`src/rtl/dla_pkg.sv`:
```
// Shared encodings for the DLA PE sequencer and datapath: job modes and sequencer states.
package dla_pkg;

   typedef enum logic [1:0] {
      ModeCv  = 2'd0,
      ModeDw  = 2'd1,
      ModePw  = 2'd2,
      ModeGap = 2'd3
   } pe_mode_e;

   typedef enum logic [1:0] {
      StIdle,
      StIssue,
      StDrain,
      StOut
   } seq_state_e;

   // Only depthwise and pointwise jobs are handled by this sequencer.
   function automatic logic mode_supported(input logic [1:0] m);
      return (m == ModeDw) || (m == ModePw);
   endfunction

endpackage

```
`src/rtl/pe_acc.sv`:
```
// Tag-driven accumulator: delays issue/first/last tags to line up with PE products,
// accumulates them and captures the finished sum in a result register.
module pe_acc #(
   parameter int unsigned ACC_W = 24
) (
   input  logic                    clk,
   input  logic                    rst,
   input  logic                    issue,
   input  logic                    first,
   input  logic                    last,
   input  logic signed [15:0]      product,
   output logic                    last_arrived,
   output logic signed [ACC_W-1:0] res_data
);

   logic [1:0]              vld_q;
   logic [1:0]              fst_q;
   logic [1:0]              lst_q;
   logic signed [ACC_W-1:0] acc_q;
   logic signed [ACC_W-1:0] acc_d;
   logic signed [ACC_W-1:0] prod_ext;

   always_comb begin
      prod_ext = ACC_W'(product);
      acc_d    = fst_q[1] ? prod_ext : acc_q + prod_ext;
   end

   assign last_arrived = vld_q[1] & lst_q[1];

   always_ff @(posedge clk or posedge rst) begin
      if (rst) begin
         vld_q    <= '0;
         fst_q    <= '0;
         lst_q    <= '0;
         acc_q    <= '0;
         res_data <= '0;
      end else begin
         vld_q <= {vld_q[0], issue};
         fst_q <= {fst_q[0], issue & first};
         lst_q <= {lst_q[0], issue & last};
         if (vld_q[1]) acc_q <= acc_d;
         // Result register only moves on the closing term, so it holds through OUT.
         if (last_arrived) res_data <= acc_d;
      end
   end

endmodule

```
`src/rtl/pe_seq_ctrl.sv`:
```
// PE job sequencer: issues pixel/weight read pairs per output term, waits for the
// accumulated result and hands it out over a valid/ready interface.
module pe_seq_ctrl
   import dla_pkg::*;
#(
   parameter int unsigned ADDR_W = 10,
   parameter int unsigned LEN_W  = 8,
   parameter int unsigned ACC_W  = 24
) (
   input  logic                    clk,
   input  logic                    rst,
   input  logic                    start,
   input  logic [1:0]              mode,
   input  logic [LEN_W-1:0]        cfg_len,
   input  logic [LEN_W-1:0]        cfg_cnt,
   output logic                    busy,
   output logic                    done,
   output logic                    err,
   output logic [1:0]              pe_mode,
   output logic                    pix_rd_en,
   output logic [ADDR_W-1:0]       pix_addr,
   output logic                    wgt_rd_en,
   output logic [ADDR_W-1:0]       wgt_addr,
   input  logic signed [15:0]      product,
   output logic                    res_valid,
   output logic signed [ACC_W-1:0] res_data,
   input  logic                    res_ready
);

   seq_state_e       state_q;
   logic [LEN_W-1:0] len_q;
   logic [LEN_W-1:0] cnt_q;
   logic [LEN_W-1:0] t_q;
   logic [LEN_W-1:0] o_q;
   logic             first_q;
   logic             last_q;
   logic             last_arrived;
   logic [LEN_W-1:0] len_m1;
   logic [LEN_W-1:0] cnt_m1;
   logic [LEN_W-1:0] t_inc;

   assign len_m1 = len_q - LEN_W'(1);
   assign cnt_m1 = cnt_q - LEN_W'(1);
   assign t_inc  = t_q + LEN_W'(1);

   always_ff @(posedge clk or posedge rst) begin
      if (rst) begin
         state_q   <= StIdle;
         len_q     <= '0;
         cnt_q     <= '0;
         t_q       <= '0;
         o_q       <= '0;
         first_q   <= 1'b0;
         last_q    <= 1'b0;
         busy      <= 1'b0;
         done      <= 1'b0;
         err       <= 1'b0;
         pe_mode   <= ModeCv;
         pix_rd_en <= 1'b0;
         wgt_rd_en <= 1'b0;
         pix_addr  <= '0;
         wgt_addr  <= '0;
         res_valid <= 1'b0;
      end else begin
         done <= 1'b0;
         err  <= 1'b0;
         unique case (state_q)
            StIdle: begin
               if (start) begin
                  if (mode_supported(mode) && cfg_len != '0 && cfg_cnt != '0) begin
                     state_q   <= StIssue;
                     busy      <= 1'b1;
                     pe_mode   <= mode;
                     len_q     <= cfg_len;
                     cnt_q     <= cfg_cnt;
                     t_q       <= '0;
                     o_q       <= '0;
                     pix_rd_en <= 1'b1;
                     wgt_rd_en <= 1'b1;
                     pix_addr  <= '0;
                     wgt_addr  <= '0;
                     first_q   <= 1'b1;
                     last_q    <= (cfg_len == LEN_W'(1));
                  end else begin
                     err <= 1'b1;
                  end
               end
            end
            StIssue: begin
               if (t_q == len_m1) begin
                  state_q   <= StDrain;
                  pix_rd_en <= 1'b0;
                  wgt_rd_en <= 1'b0;
                  first_q   <= 1'b0;
                  last_q    <= 1'b0;
               end else begin
                  t_q      <= t_inc;
                  pix_addr <= pix_addr + ADDR_W'(1);
                  wgt_addr <= (pe_mode == ModePw) ? ADDR_W'(t_inc) : wgt_addr + ADDR_W'(1);
                  first_q  <= 1'b0;
                  last_q   <= (t_inc == len_m1);
               end
            end
            StDrain: begin
               if (last_arrived) begin
                  state_q   <= StOut;
                  res_valid <= 1'b1;
               end
            end
            StOut: begin
               if (res_ready) begin
                  res_valid <= 1'b0;
                  if (o_q == cnt_m1) begin
                     state_q <= StIdle;
                     busy    <= 1'b0;
                     done    <= 1'b1;
                  end else begin
                     // Pixel and DW weight counters keep running across outputs.
                     state_q   <= StIssue;
                     o_q       <= o_q + LEN_W'(1);
                     t_q       <= '0;
                     pix_rd_en <= 1'b1;
                     wgt_rd_en <= 1'b1;
                     pix_addr  <= pix_addr + ADDR_W'(1);
                     wgt_addr  <= (pe_mode == ModePw) ? '0 : wgt_addr + ADDR_W'(1);
                     first_q   <= 1'b1;
                     last_q    <= (len_q == LEN_W'(1));
                  end
               end
            end
            default: state_q <= StIdle;
         endcase
      end
   end

   pe_acc #(
      .ACC_W(ACC_W)
   ) u_acc (
      .clk         (clk),
      .rst         (rst),
      .issue       (pix_rd_en),
      .first       (first_q),
      .last        (last_q),
      .product     (product),
      .last_arrived(last_arrived),
      .res_data    (res_data)
   );

endmodule

```
`config.mk`:
```
export PLATFORM = sky130hd
export DESIGN_NAME = pe_seq_ctrl
export DESIGN_NICKNAME = d
export VERILOG_FILES = /design/src/rtl/dla_pkg.sv /design/src/rtl/pe_acc.sv /design/src/rtl/pe_seq_ctrl.sv
export SDC_FILE = /design/constraint.sdc
export NUM_CORES = 1
export LEC_CHECK = 0
export ABC_AREA = 1
export CAP_MARGIN = 10
export CORE_MARGIN = 2
export CORE_UTILIZATION = 30
export DETAILED_ROUTE_END_ITERATION = 6
export GPL_TIMING_DRIVEN = 0
export HOLD_SLACK_MARGIN = 0.1
export SLEW_MARGIN = 40
export SYNTH_ARGS = -nofsm -noshare
export SYNTH_HDL_FRONTEND = slang
export SYNTH_SLANG_ARGS = --single-unit
```
`constraint.sdc`:
```
create_clock -name clk -period 7.3 [get_ports clk]
set_input_delay 1.095 -clock clk [delete_from_list [all_inputs] [get_ports clk]]
set_output_delay 1.095 -clock clk [all_outputs]
set_load 0.03 [all_outputs]
```
### Word-level counts from Yosys, hierarchy flattened

Cells that the tools add are included.

| word-level totals | value |
|---|---|
| register bits after elaboration | 117 |
| output and inout port bits | 52 |
| logic and storage cells | 120 |

| cells by class | value |
|---|---|
| add/subtract/negate cells | 7 |
| eq/ne operators | 19 |
| mux-type cells | 54 |
| bitwise logic cells | 3 |
| reduce and logical (&&, ||, !) cells | 17 |

Operators with widths:

| cell | count |
|---|---|
| 10-bit 2-to-1 mux | 10 |
| 10-bit one-hot mux with 3 select lines | 2 |
| 8-bit 2-to-1 mux | 7 |
| 24-bit by 16-bit adder with 24-bit output | 1 |
| 8-bit equality test | 3 |
| 24-bit 2-to-1 mux | 1 |
| 8-bit one-hot mux with 3 select lines | 1 |
| 1-bit 2-to-1 mux | 21 |
| 10-bit by 1-bit adder with 10-bit output, second input constant | 2 |
| 5-bit AND reduction | 4 |
| 8-bit by 1-bit adder with 8-bit output, second input constant | 2 |
| 8-bit by 1-bit equality test with 1-bit output, second input constant | 2 |
| 2-bit inequality test, second input constant | 8 |
| 8-bit one-hot mux with 2 select lines | 1 |
| 8-bit nonzero test | 2 |
| 8-bit by 1-bit subtractor with 8-bit output, second input constant | 2 |
| 6-bit AND reduction | 2 |
| 2-bit 2-to-1 mux | 5 |
| 1-bit one-hot mux with 3 select lines | 3 |
| 2-bit equality test, second input constant | 4 |
| 2-bit one-hot mux with 4 select lines | 1 |
| 3-bit AND reduction | 2 |
| 2-bit by 1-bit equality test with 1-bit output, second input constant | 2 |
| 1-bit one-hot mux with 2 select lines | 2 |
| 6 further kinds | 10 |

### Depth between registers and ports, before layout

| logic depth | value |
|---|---|
| depth in word-level cells | 7 |
| gate-level depth with buffers | 15 |
| mapped depth without buffers | 15 |

### Cells and area by module

Synthesis repeated with hierarchy kept, for this count alone.

| unflattened totals | value |
|---|---|
| cells, all modules | 1,257 |
| area total of the unflattened synthesis | 8,231.6 sq um |

By module, submodules not included:

| module | instances | cells each | area an instance (sq um) |
|---|---|---|---|
| pe_seq_ctrl | 1 | 640 | 4,302.9 |
| pe_acc | 1 | 617 | 3,928.8 |

### Worst setup path after synthesis

No wires, ideal clock.

| timing | value |
|---|---|
| path type | input-to-reg |
| from | input product[0] |
| to | register u_acc.res_data[8] |
| arrival | 2.583 ns |
| data required time | 7.183 ns |
| path slack | 4.600 ns |
| stages on the path | 11 |
| path through | ha_1 fa_1 nand2_1 nand3_1 nand2_1 nand2_1 or2_2 nand3_1 nand2_1 nand2_1 nand2_1 |

| between the ends | value |
|---|---|
| longest elaborated chain between the ends | 2 |

RTL lines:

| element | RTL line | RTL |
|---|---|---|
| from (decl) | pe_seq_ctrl.sv:24 | `input logic signed [15:0] product,` |
| 24-bit by 16-bit adder with 24-bit output | pe_acc.sv:25 | `acc_d = fst_q[1] ? prod_ext : acc_q + prod_ext;` |
| 24-bit 2-to-1 mux | pe_acc.sv:25 |  |
| to (signal assigned) | pe_acc.sv:36 | `res_data <= '0;` |
| to (signal assigned) | pe_acc.sv:43 | `if (last_arrived) res_data <= acc_d;` |
| to (decl) | pe_acc.sv:13 | `output logic signed [ACC_W-1:0] res_data` |

Every way passes these cells.
A chain may end at the register's enable or synchronous reset.

### Worst setup path in the final report

| timing | value |
|---|---|
| from | input product[0] |
| to | register u_acc.res_data[14] |

The elaborated chain is that of the path after synthesis.

==> summary.txt <==
Synthesis
  – Area leader, netlist: dfrtp_1
  – Seq cells post-synth: around 120
  – Synth async-reset ratio: 1.00
  – Most frequent cell after synthesis: nand2_1
  – Post-Synthesis Cell Area: ~7800 um^2
  – Top post-synthesis cells by area: dfrtp_1, nand2_1, nand3_1
  – Ys flop type: dfrtp_1
  – Ys Warns: 0
  – Synth unique cells: 40
  – Post-synth EDFFs: 0
  – Post-synth top cells: nand2_1, dfrtp_1, inv_1, nor2_1, nand3_1
  – Post-synthesis net count: between 1000 and 1500
  – Synth top area share: 0.375
  – Seq/Total Area, Yosys: 0.375
  – Mean Syn Cell Area: 6.71 um^2
  – Mapped Cells: 1163

CTS
  – Insertion delay to the later sink of the worst-skew pair: around 0.43 ns
  – CTS tree: done
  – Cts-stage hold buffer count: 0
  – Clk sinks: 117
  – CTS resizes: 0
  – Setup Fix Bufs, Post-CTS: 0
  – CTS Buffer Depth: 2
  – Clock transition at the registers of the reported paths: ~0.060 ns
  – Total CTS buffers: 17
  – H-tree depth: 4
  – Clk root buf: clkbuf_16

Layout
  – Inserted Diodes: 0
  – Fraction of layout cells with a size suffix above 1: 0.0553
  – Core Util, Final: 0.378
  – Layout overhead on the synthesized area: 25.0%
  – FILL cells: between 2000 and 3000
  – Final instance area: just under 10000 um^2
  – Nets@finish: 1345

Timing
  – Worst Skew: ~0.016 ns
  – Max_slew headroom: 0.509
  – Worst slew pin tran: about 0.74 ns
  – Fmax: slightly above 300 MHz
  – RSZ-0062 raised after global routing: no
  – Hold Fails Final Rpt: 0
  – Final worst setup slack: 4.09 ns
  – Final setup viols: 0
  – Final min period: 3.21 ns
  – Max Slew Vio Count: 0
  – Period Utilization, post-route: 0.440
  – Fin Setup TNS: 0 ns

GRT
  – First-pass GRT wire length: 36800 um
  – Vias in the first global route: approximately 7300
  – GRT Util Overall: 0.171
  – Grt ovf: 0
  – Largest net degree at the start of global routing: 63
  – Antenna violations before repair: 0

Die
  – Core area: between 20000 and 30000 um^2
  – Chip Height: around 170 um
  – Row count: 59
  – Die Wd: about 170 um
  – Die ar.: 27300 um^2
  – Initial core utilization: 0.302
  – Num ports: 90

Critical path
  – WS Path Type: input pin to register
  – Max FO, Critical Path: 6
  – CP startpoint kind: input pin
  – Critical Path End Type: register
  – Crit path DAT: about 3.5 ns
  – Worst endpoint required time: 7.61 ns

Detailed routing
  – 1st-iter DRT viols: between 400 and 500
  – DR WL/cell: roughly 14 um
  – Final wirelength: between 20000 and 25000 um
  – Via count: roughly 7700
  – Drt first pass iters: 5
  – DR vias/cell: 4.74
  – DRC: 0
  – DRT antenna net count: 0

Place
  – Gp weighted congestion: a little over 0.9
  – Port Buffers: 89
  – HPWL Detailed: around 17000 um
  – Post-DP Area: between 9000 and 10000 um^2
  – Post-Place Setup Slack: around 3.7 ns

Run
  – Max-cap violations: 0

Power and ir drop
  – Leak: a little under 5 nW
  – P per Cell Area: about 430 nW/um^2
  – VDD IR-drop max: ~0.22 mV

Status
  – Status: finished clean

Worst hold path
  – Hold Crit Class: register to register
## kinds of logic after synthesis
kind of cell,count (synthesis),synth area share
and+or+nand+nor,736,0.394
adders and majority gates,35,0.0570
AOI/OAI and AO/OA,116,0.0803
xor gates and xnor gates,18,0.0202
buffers and inverters,141,0.0732
DFF,117,0.375
## stage by stage
step                std cells  hold WS, ns  total power, mW
floorplan                1163        0.331             2.66
global placement         1587        0.332             3.31
detailed placement       1588        0.335             3.35
CTS                      1620        0.348             4.25
global route             1620        0.358             4.61
finish                   1620        0.346             4.22
## power breakdown
group / leakage (nW) / total, mW / switching [mW] / internal [mW]
Sequential: 1.47 / 1.06 / 0.176 / 0.888
Combinational: 3.06 / 2.28 / 1.48 / 0.791
Clock: 0.294 / 0.880 / 0.324 / 0.556
Total: 4.82 / 4.22 / 1.98 / 2.24
## routing by layer
metal  track usage  vias to the layer above  wire [um]
met2         0.295                      158      10600
met1         0.220                     3546      10400
met3        0.0355                       18       1020
met5             0                        -          0
li1              -                     3952          -
met4        0.0384                        0        204
## registers in the layout (all words and copies together) (netlist names), 2 cells and up
name / flops
cnt_q: 8
len_q: 8
o_q: 8
pe_mode: 2
pix_addr: 10
state_q: 2
t_q: 8
u_acc.acc_q: 24
u_acc.fst_q: 2
u_acc.lst_q: 2
u_acc.res_data: 24
u_acc.vld_q: 2
wgt_addr: 10
## worst paths after layout
path,end,from,slack (ns),cells past startpoint
max in group asynchronous,wgt_addr[7],rst,5.54,3
setup / recovery,u_acc.res_data[14],product[0],4.09,12
min in group asynchronous,u_acc.res_data[13],rst,1.11,2
setup reg to reg,u_acc.res_data[14],u_acc.acc_q[0],4.86,11
hold reg to reg,u_acc.vld_q[1],u_acc.vld_q[0],0.35,0
hold / removal,u_acc.vld_q[1],u_acc.vld_q[0],0.35,0
## area by class of cell
type / instances / area, um^2 / share of cell area
plain buffers: 25 / 136 / 0.0140
clock buffers: 21 / 460 / 0.0472
clock inverters: 11 / 150 / 0.0154
inverters: 116 / 443 / 0.0454
multi-input cells: 905 / 4310 / 0.441
flip-flops and latches: 117 / 2930 / 0.300
well taps: 335 / 419 / 0.0429
repair buffers: 90 / 918 / 0.0941
## critical path, cell delays in order
cell	delay (ns)
clkdlybuf4s50_1	0.45
ha_1	0.28
fa_1	0.45
nand2_1	0.10
nand3_1	0.19
nand2_1	0.14
nand3_1	0.13
or2_2	0.30
nand3_1	0.07
nand2_1	0.12
nand2_1	0.13
nand2_1	0.07
## placed cells by master (no fill, tap or decap), types with 3 or more instances in the layout
cell type,n
inv_2,3
nor2_1,92
xor2_1,14
nor2_2,5
clkbuf_16,17
clkdlybuf4s50_1,89
a21oi_1,22
o21ai_0,61
bufinv_16,3
and2_1,3
o21ai_1,10
clkinv_4,3
nand4_1,22
xnor2_1,4
nand3_1,91
nand3b_1,4
or2_2,16
o21bai_1,3
inv_1,111
clkbuf_1,19
buf_6,4
nand2_1,481
nor3_1,15
a31oi_1,12
buf_4,3
dfrtp_1,117
ha_1,34
Power figures use the tool's default switching activity.
